$ cat src/rtl/cpu_sequencer.sv
// ============================================================================
// Module      : cpu_sequencer
// Description : Multi-cycle FETCH/DECODE/EXEC/MEM/WB sequencer for LEGv8 with
//               memory handshake timeouts and a retired-instruction counter.
// Revision    : 1.0 - initial release
// ============================================================================
`timescale 1ns/1ps
`default_nettype none

module cpu_sequencer #(
   parameter int TIMEOUT = 15,
   parameter int CNT_W   = 16
) (
   input  logic             clk,
   input  logic             rst,
   input  logic             start,
   input  logic [10:0]      inst31_21,
   input  logic             zero,
   input  logic             imem_ready,
   input  logic             dmem_ready,
   output logic             imem_req,
   output logic             ir_load,
   output logic             dmem_req,
   output logic             reg_wr_en,
   output logic             pc_write,
   output logic             pc_src,
   output logic [2:0]       phase,
   output logic             halted,
   output logic             error,
   output logic [CNT_W-1:0] retired
);

   typedef enum logic [2:0] {
      S_IDLE   = 3'd0,
      S_FETCH  = 3'd1,
      S_DECODE = 3'd2,
      S_EXEC   = 3'd3,
      S_MEM    = 3'd4,
      S_WB     = 3'd5,
      S_HALT   = 3'd6
   } state_t;

   localparam int TW = $clog2(TIMEOUT + 1);

   state_t           r_state;
   logic [TW-1:0]    r_wait;
   logic             r_error;
   logic [CNT_W-1:0] r_retired;

   logic w_halt, w_nop, w_ldur, w_stur, w_rtype, w_addi;
   logic w_cbz, w_cbnz, w_b, w_branch, w_mem_op, w_exec_op, w_timeout;

   always_comb begin
      w_halt    = (inst31_21 == 11'h7FF);
      w_nop     = (inst31_21 == 11'h6A8);
      w_ldur    = (inst31_21 == 11'h7C2);
      w_stur    = (inst31_21 == 11'h7C0);
      w_rtype   = (inst31_21 == 11'h458) || (inst31_21 == 11'h658) ||
                  (inst31_21 == 11'h450) || (inst31_21 == 11'h550);
      w_addi    = (inst31_21[10:1] == 10'h244);
      w_cbz     = (inst31_21[10:3] == 8'hB4);
      w_cbnz    = (inst31_21[10:3] == 8'hB5);
      w_b       = (inst31_21[10:5] == 6'h05);
      w_branch  = w_cbz || w_cbnz || w_b;
      w_mem_op  = w_ldur || w_stur;
      w_exec_op = w_mem_op || w_rtype || w_addi || w_branch;
      // The last tolerated wait cycle; a ready arriving in it is still accepted.
      w_timeout = (r_wait == TW'(TIMEOUT - 1));
   end

   always_comb begin
      imem_req  = 1'b0;
      ir_load   = 1'b0;
      dmem_req  = 1'b0;
      reg_wr_en = 1'b0;
      pc_write  = 1'b0;
      pc_src    = 1'b0;
      case (r_state)
         S_FETCH: begin
            imem_req = 1'b1;
            ir_load  = imem_ready;
         end
         S_DECODE: pc_write = w_nop;
         S_EXEC: begin
            pc_write = w_branch;
            pc_src   = w_b || (w_cbz && zero) || (w_cbnz && !zero);
         end
         S_MEM: begin
            dmem_req = 1'b1;
            pc_write = dmem_ready && w_stur;
         end
         S_WB: begin
            reg_wr_en = 1'b1;
            pc_write  = 1'b1;
         end
         default: ;
      endcase
   end

   always_ff @(posedge clk or posedge rst) begin
      if (rst) begin
         r_state   <= S_IDLE;
         r_wait    <= '0;
         r_error   <= 1'b0;
         r_retired <= '0;
      end else begin
         if (pc_write)
            r_retired <= r_retired + 1'b1;
         case (r_state)
            S_IDLE: begin
               if (start) begin
                  r_state <= S_FETCH;
                  r_wait  <= '0;
               end
            end
            S_FETCH: begin
               if (imem_ready) begin
                  r_state <= S_DECODE;
               end else if (w_timeout) begin
                  r_state <= S_HALT;
                  r_error <= 1'b1;
               end else begin
                  r_wait <= r_wait + 1'b1;
               end
            end
            S_DECODE: begin
               if (w_halt) begin
                  r_state <= S_HALT;
               end else if (w_nop) begin
                  r_state <= S_FETCH;
                  r_wait  <= '0;
               end else if (w_exec_op) begin
                  r_state <= S_EXEC;
               end else begin
                  r_state <= S_HALT;
                  r_error <= 1'b1;
               end
            end
            S_EXEC: begin
               r_wait <= '0;
               if (w_branch)
                  r_state <= S_FETCH;
               else if (w_mem_op)
                  r_state <= S_MEM;
               else
                  r_state <= S_WB;
            end
            S_MEM: begin
               if (dmem_ready) begin
                  r_state <= w_stur ? S_FETCH : S_WB;
                  r_wait  <= '0;
               end else if (w_timeout) begin
                  r_state <= S_HALT;
                  r_error <= 1'b1;
               end else begin
                  r_wait <= r_wait + 1'b1;
               end
            end
            S_WB: begin
               r_state <= S_FETCH;
               r_wait  <= '0;
            end
            S_HALT: r_state <= S_HALT;
            default: r_state <= S_HALT;
         endcase
      end
   end

   assign phase   = r_state;
   assign halted  = (r_state == S_HALT);
   assign error   = r_error;
   assign retired = r_retired;

endmodule

`default_nettype wire

$ cat config.mk
export PLATFORM = sky130hd
export DESIGN_NAME = cpu_sequencer
export DESIGN_NICKNAME = d
export VERILOG_FILES = /design/src/rtl/cpu_sequencer.sv
export SDC_FILE = /design/constraint.sdc
export NUM_CORES = 1
export LEC_CHECK = 0
export CAP_MARGIN = 20
export CORE_MARGIN = 1
export CORE_UTILIZATION = 45
export CTS_BUF_LIST = sky130_fd_sc_hd__clkbuf_8
export CTS_CLUSTER_SIZE = 14
export DETAILED_ROUTE_END_ITERATION = 6
export PLACE_DENSITY = 0.8
export SLEW_MARGIN = 20
export SYNTH_ARGS = -nofsm -noshare
export SYNTH_HDL_FRONTEND = slang
export SYNTH_SLANG_ARGS = --single-unit
$ cat constraint.sdc
create_clock -name clk -period 1.7 [get_ports clk]
set_input_delay 0.34 -clock clk [delete_from_list [all_inputs] [get_ports clk]]
set_output_delay 0.34 -clock clk [all_outputs]
set_load 0.05 [all_outputs]
==> flow_metrics.tcl <==
set metrics [dict create \
    status "finished, violations left" \
    violations "negative setup slack" \
    drive_gt1_share_pct 57.5 \
    yosys.area.top_type "dfrtp_1" \
    port-buffer-count 43 \
    critical_path_class "flop to primary output" \
    intPower_mw 2.71 \
    min_period_ns 1.96 \
    synth_cell_types 48 \
    syn_area_per_cell_um2 9.59 \
    startpoint_type "flop" \
    seq_power_share_pct 19.3 \
    worstPathMaxFanout 4 \
    num_vias 2044 \
    synth_seq_area_share_pct 37.3 \
    timing.final.ws_setup_ns -0.262 \
    timing.rr.end "r_wait[0]" \
    die-area_um2 3820 \
    rsz0062_at_grt "yes" \
    powerDensity_nw_per_um2 1640 \
    grt_max_degree 25 \
    antenna_left 0 \
    switching_power_mw 2.21 \
    slew_violations 0 \
    cp_data_arrival_time_ns 1.62 \
    n_antenna_cell 0 \
    drtPass1Iterations 5 \
    grt_pass1_wl_um 9820 \
    rrSetupSlack_ns -0.20 \
    synthCells 168 \
    fin_worst_skew_ns 0.00673 \
    track_usage_pct 37.2 \
    hold_path.class "input port to async pin" \
    holdBufCountCts 0 \
    maxCapViolCount 0 \
    areaGrowthSynthToFinish_pct 86.2 \
    ys_warn_count 0 \
    start_util_pct 47.5 \
    hold_violations 0 \
    cts_buffers 3 \
    hpwl_um 3760 \
    clkTransAtPathRegs_ns 0.09 \
    io_pins 44 \
    crit_required_ns 1.36 \
    clockBufferDepth 2 \
    pwr-share-clk_pct 10.6 \
    ys_seq_elements 24 \
    fin_crit_sh_pct 115 \
    ys_async_sr_fraction_pct 100 \
    setup_viol 29 \
    fmax_ghz 0.510 \
    critical_path.endpoint_type "primary output" \
    p_comb_share_pct 70.2 \
    clock_sinks 24 \
    ys.flop_type "dfrtp_1" \
    wl_per_cell_um 22.9 \
    num_rows 21 \
    drtIter0Drc 183 \
    clock_latency_ns 0.28 \
    synth.top_cell.area_share_pct 37.3 \
    drcViolationCount 0 \
    drt-total-wl_um 7290 \
    htreeDepth 1 \
    fin_util_pct 88.5 \
    gp_congestion 0.944 \
    rr_startpoint "phase[2]" \
    synth_edf_count 0 \
    switching_share_pct 45.0 \
    p_leak_nw 1.38 \
    antenna_found_initial 0 \
    worstMarginPinSlew_ns 0.401 \
    core_um2 3390 \
    reg2reg_depth 9 \
    overflow 0 \
    netlist_area_um2 1610 \
    relSlewSlack_pct 73.2 \
    die_w_um 61.8 \
    vdd_drop_max_uv 1520 \
    cts_tree "done" \
    grt_pass1_vias 1927 \
    layout.nets 294 \
    synthTopCellsByArea "dfrtp_1 37%, xor2_1 8.7%, a21oi_2 4.4%" \
    place_ws_ns -0.808 \
    clock-root-buffer "clkbuf_8" \
    syn_nets 188 \
    viasPerCell 6.41 \
    die_height_um 61.8 \
    total_power_mw 4.92 \
]
## synthesized netlist by cell type, drive strengths merged, types with 4 or more instances
cell type	number
a211oi	4
dfrtp	24
nand2b	5
nand2	8
nand3	13
nor2	6
nor3	5
o21ai	9
xor2	16
a21oi	15
nand4	5
inv	4
and4	4
## cells in the final DEF (no fill, tap or decap), types with 6 or more instances in the layout
| cell | count |
|---|---|
| nand3_1 | 12 |
| o21ai_0 | 6 |
| buf_12 | 12 |
| buf_4 | 62 |
| xor2_1 | 16 |
| a21oi_2 | 9 |
| nand2_1 | 6 |
| dfrtp_1 | 21 |
| buf_6 | 16 |
| buf_2 | 6 |
## repair_timing
action                     4_1_cts  5_1_grt
setup endpoints to repair       29       29
resized for setup               65       33
buffers inserted                15        6
pin swaps                       15       11
cloned                           0        0
## worst max-delay path by stage
stage                       from         end  cells after the start
floorplan               phase[2]  retired[1]                      5
global placement    inst31_21[1]    pc_write                      6
detailed placement  inst31_21[1]    pc_write                      6
CTS                 inst31_21[2]    pc_write                      6
global route            phase[2]     ir_load                      6
finish                  phase[2]     ir_load                      6
## final cells by class
type / count / area [µm²]
flip-flops and latches: 24 / 604
clock inverters: 1 / 30.0
well taps: 46 / 57.6
clock buffers: 3 / 41.3
repair buffers: 106 / 1000
fillers: 139 / 390
multi-input cells: 135 / 1250
inverters: 4 / 15.0
## critical path, cell delays in order, from the launching register on
cell	delay, ns
dfrtp_2	0.46
buf_6	0.14
buf_12	0.12
nor3b_4	0.20
buf_6	0.14
and2_4	0.14
buf_12	0.13
## registers in the layout, summed over array words and instances, names as in the netlist
signal and flops:
phase 3, retired 16, r_wait 4, error 1
## logic make-up (layout without fill, tap and decap cells)
kind of cell / after synthesis / count (layout) / synth area share, %
AND/OR/NAND/NOR: 69 / 69 / 27.0
AO/OA/AOI/OAI: 44 / 44 / 19.9
flip-flops: 24 / 24 / 37.3
XOR/XNOR: 16 / 16 / 8.70
buffers and inverters: 9 / 114 / 2.64
adder cells (fa/ha/maj): 3 / 3 / 2.33
multiplexers: 3 / 3 / 2.10
## per-stage QoR
step | hold WS [ns] | setup TNS (ns) | area, µm² | cells
finish | 0.421 | -4.00 | 3000 | 319
global route | 0.457 | -5.57 | 3000 | 319
CTS | 0.439 | -2.45 | 2870 | 313
detailed placement | 0.476 | -18.94 | 2530 | 294
global placement | 0.462 | -18.18 | 2530 | 294
floorplan | 0.354 | -8.89 | 1670 | 168
## power by group through the flow
stage	combinational [mW]	clock (mW)	sequential [mW]
6_report	3.46	0.521	0.948
5_1_grt	3.57	0.546	0.966
4_1_cts	3.01	0.515	0.921
3_5_place_dp	2.56	0	0.938
3_3_place_gp	2.47	0	0.924
2_1_floorplan	0.993	0	1.26
## per-layer routing
metal	track usage (%)	vias to the layer above	wire length, µm
met2	63.1	165	3540
met1	43.6	978	2720
li1	-	847	-
met4	21.6	0	451
met3	7.87	54	582
met5	0	-	0
Note: power is estimated with default switching activity, not from simulation.
